### config.mk
export PLATFORM = sky130hd
export DESIGN_NAME = ppu_update_scheduler
export DESIGN_NICKNAME = d
export VERILOG_FILES = /design/src/rtl/ppu_pkg.sv /design/src/rtl/ppu_sched_fifo.sv /design/src/rtl/ppu_update_scheduler.sv
export SDC_FILE = /design/constraint.sdc
export NUM_CORES = 1
export LEC_CHECK = 0
export ABC_AREA = 1
export BUFFER_PORTS_ARGS = -buffer_cell sky130_fd_sc_hd__buf_2
export CORE_MARGIN = 5
export CORE_UTILIZATION = 61
export CTS_BUF_LIST = sky130_fd_sc_hd__clkbuf_16
export CTS_CLUSTER_DIAMETER = 150
export DETAILED_ROUTE_END_ITERATION = 12
export PLACE_DENSITY_LB_ADDON = 0.2
export SKIP_CTS_REPAIR_TIMING = 1
export SYNTH_ARGS = -nofsm -noshare
export SYNTH_HDL_FRONTEND = slang
export SYNTH_HIERARCHICAL = 1
export SYNTH_SLANG_ARGS = --single-unit
### constraint.sdc
create_clock -name clk -period 4.2 [get_ports clk]
set_clock_uncertainty 0.1 [all_clocks]
set_input_delay 0.63 -clock clk [delete_from_list [all_inputs] [get_ports clk]]
set_output_delay 0.63 -clock clk [all_outputs]
set_load 0.02 [all_outputs]
### src/rtl/ppu_pkg.sv
// Shared types and constants for the PPU sprite-update scheduler.
// Entries pair a 3-bit sprite id with the 32-bit payload written by the CPU.
package ppu_pkg;

  localparam int NUM_SPRITES = 8;
  localparam int VBLANK_LINE = 480;
  localparam int ID_W        = 3;
  localparam int DATA_W      = 32;
  localparam int ENTRY_W     = ID_W + DATA_W;

  localparam logic [3:0] CTRL_ADDR = 4'd15;

  typedef logic [1:0] sched_state_t;

  localparam sched_state_t ST_IDLE  = 2'd0;
  localparam sched_state_t ST_DRAIN = 2'd1;
  localparam sched_state_t ST_DONE  = 2'd2;

  typedef struct packed {
    logic [ID_W-1:0]   id;
    logic [DATA_W-1:0] data;
  } sched_entry_t;

  // Addresses 0..7 target a sprite; 8..15 never enter the buffer.
  function automatic logic is_sprite_addr(input logic [3:0] addr);
    return (addr[3] == 1'b0);
  endfunction

endpackage

### src/rtl/ppu_sched_fifo.sv
// Circular buffer of pending sprite writes with registered read data.
// A push into a full buffer is accepted only when a pop happens in the same cycle.
module ppu_sched_fifo
  import ppu_pkg::*;
#(
  parameter int DEPTH = 16
) (
  input  logic               clk,
  input  logic               reset,
  input  logic               push,
  input  logic [ENTRY_W-1:0] push_data,
  input  logic               pop,
  output logic [ENTRY_W-1:0] rd_data,
  output logic               full,
  output logic               empty
);

  localparam int AW = $clog2(DEPTH);

  logic [ENTRY_W-1:0] mem [DEPTH];
  logic [AW-1:0]      wr_ptr_reg;
  logic [AW-1:0]      rd_ptr_reg;
  logic [AW:0]        count_reg;
  logic [ENTRY_W-1:0] rd_data_reg;
  logic               push_ok;
  logic               pop_ok;

  assign full    = (count_reg == (AW+1)'(DEPTH));
  assign empty   = (count_reg == '0);
  assign pop_ok  = pop && !empty;
  assign push_ok = push && (!full || pop_ok);
  assign rd_data = rd_data_reg;

  always_ff @(posedge clk) begin
    if (push_ok) begin
      mem[wr_ptr_reg] <= push_data;
    end
  end

  // Pointers are exactly AW bits wide, so they wrap modulo DEPTH on their own.
  always_ff @(posedge clk or negedge reset) begin
    if (!reset) begin
      wr_ptr_reg  <= '0;
      rd_ptr_reg  <= '0;
      count_reg   <= '0;
      rd_data_reg <= '0;
    end else begin
      if (push_ok) begin
        wr_ptr_reg <= wr_ptr_reg + 1'b1;
      end
      if (pop_ok) begin
        rd_ptr_reg  <= rd_ptr_reg + 1'b1;
        rd_data_reg <= mem[rd_ptr_reg];
      end
      case ({push_ok, pop_ok})
        2'b10:   count_reg <= count_reg + 1'b1;
        2'b01:   count_reg <= count_reg - 1'b1;
        default: count_reg <= count_reg;
      endcase
    end
  end

endmodule

### src/rtl/ppu_update_scheduler.sv
// Buffers CPU sprite writes during active video and commits them during vblank.
// Optional drop counter enabled by defining PPU_SCHED_DROPCNT_EN.
module ppu_update_scheduler #(
  parameter int FIFO_DEPTH  = 16,
  parameter int NUM_SPRITES = 8
) (
  input  logic                   clk,
  input  logic                   reset,
  input  logic                   chipselect,
  input  logic                   write,
  input  logic [3:0]             address,
  input  logic [31:0]            writedata,
  input  logic [9:0]             hcount,
  input  logic [9:0]             vcount,
  output logic [NUM_SPRITES-1:0] sprite_wr,
  output logic [31:0]            sprite_wdata,
  output logic                   fifo_full,
  output logic                   overflow,
  output logic                   frame_done,
  output logic [7:0]             drop_count
);

  import ppu_pkg::*;

  sched_state_t       state_reg;
  sched_state_t       state_next;
  logic               pop;
  logic               wr_valid;
  logic               sprite_sel;
  logic               ctrl_sel;
  logic               drop;
  logic               fifo_empty;
  logic               vblank_start;
  logic               in_vblank;
  logic               commit_valid_reg;
  logic [ENTRY_W-1:0] push_data;
  sched_entry_t       head;
  logic               overflow_reg;

  assign wr_valid     = chipselect && write;
  assign sprite_sel   = wr_valid && is_sprite_addr(address);
  assign ctrl_sel     = wr_valid && (address == CTRL_ADDR);
  assign drop         = sprite_sel && fifo_full && !pop;
  assign push_data    = {address[2:0], writedata};
  assign vblank_start = (vcount == 10'(VBLANK_LINE)) && (hcount == '0);
  assign in_vblank    = (vcount >= 10'(VBLANK_LINE));

  logic [ENTRY_W-1:0] fifo_rd_data;

  ppu_sched_fifo #(
    .DEPTH (FIFO_DEPTH)
  ) u_fifo (
    .clk       (clk),
    .reset     (reset),
    .push      (sprite_sel),
    .push_data (push_data),
    .pop       (pop),
    .rd_data   (fifo_rd_data),
    .full      (fifo_full),
    .empty     (fifo_empty)
  );

  assign head = sched_entry_t'(fifo_rd_data);

  always_comb begin
    state_next = state_reg;
    pop        = 1'b0;
    case (state_reg)
      ST_IDLE: begin
        if (vblank_start) begin
          state_next = ST_DRAIN;
        end
      end
      ST_DRAIN: begin
        // Line 0 ends the window; whatever is left waits for the next vblank.
        if (vcount == '0 || fifo_empty) begin
          state_next = ST_DONE;
        end else if (in_vblank) begin
          pop = 1'b1;
        end
      end
      ST_DONE: begin
        state_next = ST_IDLE;
      end
      default: begin
        state_next = ST_IDLE;
      end
    endcase
  end

  always_ff @(posedge clk or negedge reset) begin
    if (!reset) begin
      state_reg        <= ST_IDLE;
      commit_valid_reg <= 1'b0;
      overflow_reg     <= 1'b0;
    end else begin
      state_reg        <= state_next;
      commit_valid_reg <= pop;
      if (ctrl_sel && writedata[0]) begin
        overflow_reg <= 1'b0;
      end else if (drop) begin
        overflow_reg <= 1'b1;
      end
    end
  end

  // The FIFO read register only updates on a pop, so the payload holds between commits.
  assign sprite_wdata = head.data;
  assign overflow     = overflow_reg;
  assign frame_done   = (state_reg == ST_DONE);

  for (genvar gi = 0; gi < NUM_SPRITES; gi++) begin : g_strobe
    assign sprite_wr[gi] = commit_valid_reg && (32'(head.id) == gi);
  end

`ifdef PPU_SCHED_DROPCNT_EN
  logic [7:0] drop_count_reg;

  always_ff @(posedge clk or negedge reset) begin
    if (!reset) begin
      drop_count_reg <= '0;
    end else if (ctrl_sel && writedata[1]) begin
      drop_count_reg <= '0;
    end else if (drop && drop_count_reg != 8'hFF) begin
      drop_count_reg <= drop_count_reg + 1'b1;
    end
  end

  assign drop_count = drop_count_reg;
`else
  assign drop_count = '0;
`endif

endmodule

==> results.json, run 1 <==
{
  "setup_viol": 0,
  "tightest_slew_ns": 1.14,
  "stdcell_count": 2827,
  "ys_seq_area_frac": 0.729,
  "overflow": 0,
  "syn_to_final_growth_pct": 11.5,
  "die_area_sq_um": 44900,
  "power.leakage_nw": 10.8,
  "synth_edf_count": 560,
  "grt_pass1_vias": 16400,
  "start_kind": "flop",
  "grtUsageTotal": 0.274,
  "drtAntennaViolNets": 0,
  "wl_microns": 61200,
  "rows": 74,
  "largest_register_ff_count": 560,
  "design.core.area_sq_um": 40600,
  "routedWlPerCell_microns": 21.6,
  "place_hpwl_microns": 34500,
  "vias_per_cell": 5.92,
  "cts_tree": "done",
  "multi_input_area_sq_um": 6110,
  "dp_slack_ns": 0.973,
  "worst_ep_arrival_time_ns": 3.35,
  "fin_area_sq_um": 27700,
  "endpoint_kind": "flop",
  "async_flop_share": 0.0850,
  "numCtsBuffers": 60,
  "power_frac_comb": 0.049,
  "placed_cells": 2712,
  "rsz0062_at_grt": "no",
  "crit_type": "flop to flop",
  "n_fill_cell": 2898,
  "grt_antenna_before_repair": 0,
  "p_sw_mw": 2.69,
  "p_sw_frac": 0.219,
  "syn_avg_cell_area_sq_um": 11.5,
  "drcViolationCount": 0,
  "dr.pass1.iters": 5,
  "final_util": 0.683,
  "synth_ff_type": "edfxtp_1",
  "power.total_mw": 12.3,
  "netlist_area_sq_um": 24900,
  "p_per_area_nw_per_um2": 443,
  "placed_area_sq_um": 25900,
  "cts_buffer_depth": 3,
  "die_h_microns": 212,
  "period_needed_ns": 3.15,
  "io_buffers": 102,
  "fmaxAchievable_mhz": 317,
  "power.share.clock": 0.390,
  "max-vdd-ir-drop_uv": 374,
  "ys_types": 32,
  "vias": 16700,
  "finalHoldViolCount": 0,
  "cts.sinks": 612,
  "place.gp.congestion": 0.801,
  "io_pins": 111,
  "nets": 2312,
  "final_max_slew_viol_count": 0,
  "drt_iter0_drc": 1895,
  "syn_inst": 2159,
  "synth_seq_cells": 612,
  "drive_above_1_share": 0.111,
  "fp.dieW_microns": 212,
  "start_util": 0.613,
  "min-delay-path-class": "input port to flop",
  "whs_ns": 0.184,
  "seqPwrFrac": 0.561,
  "relSlewSlack": 0.238,
  "fin_tns_setup_ns": 0,
  "internal_power_mw": 9.59,
  "yosysWarnings": 6,
  "status": "finished, final reports clean",
  "diodes": 0,
  "maxCapViolCount": 0,
  "seq_area_sq_um": 18100,
  "clk_pin_slew_worst_paths_ns": 0.06,
  "critical_path.max_fanout": 17,
  "finalCritPeriodShare": 0.751,
  "worstSkewPairLatency_ns": 0.61,
  "grt_pass1_wl_microns": 94200,
  "worstPathRequired_ns": 4.40,
  "cts_max_level": 2,
  "grt_max_degree": 109,
  "cts-root-buf": "clkbuf_16",
  "worst_slack_ns": 1.05
}
==> worst paths after layout <==
kind | slack (ns) | startpoint | endpoint | cells past startpoint
max | 1.05 | u_fifo/count_reg[1]$_DFFE_PN0P_ | u_fifo/mem[3][16]$_DFFE_PP_ | 11
min | 0.18 | hcount[8] | state_reg[0]$_DFFE_PN0P_ | 4
max reg2reg | 1.05 | u_fifo/count_reg[1]$_DFFE_PN0P_ | u_fifo/mem[3][16]$_DFFE_PP_ | 11
min reg2reg | 0.37 | u_fifo/rd_data[28]$_DFFE_PN0N_ | u_fifo/rd_data[28]$_DFFE_PN0N_ | 2
max in group asynchronous | 2.60 | reset | u_fifo/rd_ptr_reg[0]$_DFFE_PN0N_ | 3
min in group asynchronous | 0.45 | reset | u_fifo/rd_data[29]$_DFFE_PN0N_ | 2
==> area by class of cell <==
class | count | share of cell area
multi-input combinational | 1396 | 0.221
timing repair buffer | 146 | 0.0340
clock inverter | 53 | 0.00808
tap | 532 | 0.0240
sequential | 612 | 0.654
clock buffer | 61 | 0.0551
inverter | 27 | 0.00402
==> routing by layer <==
metal  up-vias  routed length, microns  global-route usage
met2       827                   29600               0.445
met5         -                       0                   0
met3       110                    5580              0.0491
li1       7585                       -                   -
met1      8221                   24400               0.387
met4         0                    1560              0.0780
==> placed cells by master (no fill, tap or decap), types with 2 or more instances in the layout <==
cell	synthesis	final
inv_2	4	5
nor2_4	1	17
o21ai_0	3	3
o21ai_1	2	2
nor3_1	2	2
nor2_1	36	20
nand2_1	877	876
a21oi_1	5	5
inv_6	0	3
clkinv_1	1	13
xor2_1	9	9
clkbuf_16	0	61
dfrtp_4	0	2
ha_1	8	8
nand4_1	2	2
dfrtp_2	0	2
conb_1	1	8
edfxtp_1	560	560
buf_2	71	102
clkinv_2	0	8
dfrtp_1	52	48
buf_4	20	35
buf_12	0	8
or2_1	2	2
inv_1	22	49
nand3_1	431	431
nand2_2	2	3
==> power groups by stage <==
stage          Sequential, mW  Clock [mW]  Combinational (mW)
2_1_floorplan            7.01           0               0.281
3_3_place_gp             7.01           0               0.576
3_5_place_dp             7.02           0               0.590
4_1_cts                  6.89        4.85               0.595
5_1_grt                  6.90        5.12               0.653
6_report                 6.90        4.79               0.600
==> cell families (layout without fill, tap and decap cells) <==
family / Yosys count / in the layout / share of synthesized area
compound gates: 11 / 11 / 0.00237
buf+inv: 158 / 287 / 0.0311
simple gates: 1359 / 1359 / 0.229
fa+ha+maj: 9 / 9 / 0.00483
flops: 612 / 612 / 0.729
other cells: 1 / 8 / 0.000151
xor+xnor: 9 / 9 / 0.00317
==> critical path, stage by stage (launching register included) <==
cell and delay [ns]:
dfrtp_1 0.40, nor2_1 0.09, nand3_1 0.13, inv_1 0.05, nor2_1 0.19, nand3_2 0.12, inv_1 0.14, o21ai_1 0.13
inv_1 0.20, nand2_1 0.31, nor2_4 0.61, buf_4 0.36
==> cells in the mapped netlist (all sizes together), types with 2 or more instances <==
cell type  count  area, sq um
xor2           9         78.8
nor2          38          153
ha             8          100
or2            2         12.5
clkbuf        23         86.3
nand4          2         12.5
dfrtp         52         1300
buf          108          584
o21ai          5         25.0
inv           26         97.6
nand2        879         3300
a21oi          6         33.8
nand3        432         2170
nor3           3         20.0
edfxtp       560        16800
Note: power is estimated with default switching activity, not from simulation.
==> inputs of run 2 (changes only) <==
==> constraint.sdc (replaced) <==
create_clock -name clk -period 3.1 [get_ports clk]
set_clock_uncertainty 0.1 [all_clocks]
set_input_delay 0.465 -clock clk [delete_from_list [all_inputs] [get_ports clk]]
set_output_delay 0.465 -clock clk [all_outputs]
set_load 0.02 [all_outputs]
==> run 2 against run 1 <==
  * Highest routed layer unchanged
  * Count of clock-buffer cells in the layout stayed put
  * Via count rose by 0.82%
  * Design area is 0.99% higher
  * Largest cell class unchanged
  * Critical path depth decreased by 1
==> results.json, run 2 (synthesis results as in run 1) <==
{
  "status": "finished, final reports clean",
  "drtAntennaViolNets": 0,
  "grt_pass1_wl_microns": 93400,
  "reg2regPathDepth": 10,
  "rrSetupSlack_ns": 0.22,
  "endpoint_kind": "flop",
  "vias": 16900,
  "overflow": 0,
  "power.total_mw": 17.0,
  "place.gp.congestion": 0.869,
  "worst_ep_arrival_time_ns": 2.98,
  "holdPathEnd": "state_reg[0]$_DFFE_PN0P_",
  "finalCritPeriodShare": 0.928,
  "final_common_cell": "nand2_1",
  "clk_pin_slew_worst_paths_ns": 0.06,
  "dr.pass1.iters": 6,
  "reg2reg_to": "u_fifo/mem[3][28]$_DFFE_PP_",
  "tightest_slew_ns": 1.35,
  "io_pins": 111,
  "largest_register_ff_count": 560,
  "syn_to_final_growth_pct": 12.6,
  "cp_slowest_cell": "nor2_4",
  "cts_tree": "done",
  "vias_per_cell": 5.94,
  "min-delay-path-class": "input port to flop",
  "die_area_sq_um": 44900,
  "drive_above_1_share": 0.120,
  "p_per_area_nw_per_um2": 606,
  "wl_microns": 62800,
  "grt_max_degree": 98,
  "r2r_start": "u_fifo/count_reg[1]$_DFFE_PN0P_",
  "path_common_cell": "inv_1",
  "die_h_microns": 212,
  "io_buffers": 102,
  "fin_tns_setup_ns": 0,
  "fp.dieW_microns": 212,
  "drcViolationCount": 0,
  "period_needed_ns": 2.88,
  "min_from": "hcount[8]",
  "path_cells": "nor2_1, nand3_1, inv_1, nor2_2, nand3_2, inv_1, o21ai_2, inv_2, nand2_2, nor2_4",
  "finalHoldViolCount": 0,
  "routedWlPerCell_microns": 22.1,
  "placed_cells": 2718,
  "drt_iter0_drc": 1933,
  "stdcell_count": 2840,
  "start_kind": "flop",
  "fmaxAchievable_mhz": 347,
  "grtUsageTotal": 0.273,
  "start_util": 0.613,
  "cts.sinks": 612,
  "worstSkewPairLatency_ns": 0.61,
  "final_util": 0.690,
  "relSlewSlack": 0.100,
  "place_hpwl_microns": 35600,
  "final_max_slew_viol_count": 0,
  "min_path_cells": 4,
  "setup_viol": 0,
  "design.core.area_sq_um": 40600,
  "final_cell_mix": "nand2_1, edfxtp_1, nand3_1",
  "cts_buffer_depth": 3,
  "grt_pass1_vias": 15800,
  "maxCapViolCount": 0,
  "power.leakage_nw": 10.8,
  "cts_max_level": 2,
  "numCtsBuffers": 58,
  "diodes": 0,
  "cts-root-buf": "clkbuf_16",
  "crit_type": "flop to flop",
  "critical_path.max_fanout": 35,
  "slowest_delay_ns": 1.04,
  "nets": 2328,
  "rows": 74,
  "n_fill_cell": 2864,
  "grt_antenna_before_repair": 1,
  "worstPathRequired_ns": 3.21,
  "rsz0062_at_grt": "no",
  "max-vdd-ir-drop_uv": 502
}
-- run 2: cell types whose count changed in the layout (fill, tap and decap cells not counted), moves of 2 or more --
cell and delta:
buf_12 +3, buf_4 +5, bufinv_16 +3, clkinv_1 +6, clkinv_2 +2, inv_1 -14
inv_6 -3, nor2_4 +10
-- run 2: through the flow --
stage	worst slack (ns)	hold WS [ns]	cell area, sq um
5_1_grt	0.0217	0.0316	28000
3_3_place_gp	-0.0784	0.356	26000
3_5_place_dp	-0.184	0.360	26000
6_report	0.222	0.0249	28000
4_1_cts	-0.136	-0.159	27800
2_1_floorplan	-0.226	0.0694	24900
-- run 2: layer usage --
| metal | part of all wire | track usage | up-vias |
|---|---|---|---|
| met5 | 0 | 0 | - |
| met4 | 0.022 | 0.0691 | 0 |
| met3 | 0.10 | 0.0448 | 107 |
| met2 | 0.46 | 0.418 | 981 |
| met1 | 0.41 | 0.418 | 8159 |
| li1 | - | - | 7634 |
-- run 2: final cells by class --
type	instances	area, sq um	share of cell area
clock buffers	61	1530	0.0545
clock inverters	48	280	0.0100
inverters	27	111	0.00398
multi-input cells	1406	6230	0.223
flip-flops and latches	612	18100	0.648
well taps	532	666	0.0238
repair buffers	154	1040	0.0372
-- run 2: worst max-delay path by stage --
| stage | start | endpoint | slack, ns |
|---|---|---|---|
| after floorplan | u_fifo/count_reg[1]$_DFFE_PN0P_ | u_fifo/mem[11][0]$_DFFE_PP_ | -0.23 |
| after global placement | vcount[5] | u_fifo/mem[3][28]$_DFFE_PP_ | -0.08 |
| after detailed placement | vcount[5] | u_fifo/mem[3][28]$_DFFE_PP_ | -0.18 |
| after CTS | u_fifo/count_reg[1]$_DFFE_PN0P_ | u_fifo/mem[3][28]$_DFFE_PP_ | -0.14 |
| after global routing | u_fifo/count_reg[1]$_DFFE_PN0P_ | u_fifo/mem[3][28]$_DFFE_PP_ | 0.02 |
| final | u_fifo/count_reg[1]$_DFFE_PN0P_ | u_fifo/mem[3][28]$_DFFE_PP_ | 0.22 |
-- run 2: report_power, final --
part,total (mW),internal [mW],switching (mW)
registers,9.33,9.25,0.0751
clock network,6.69,3.77,2.91
logic,0.938,0.236,0.702
-- run 2: critical path: cells and delay by family, from the launching register on --
family	cells	cell delay, ns
buf+inv	3	0.30
simple gates	6	1.58
flops	1	0.35
compound gates	1	0.13
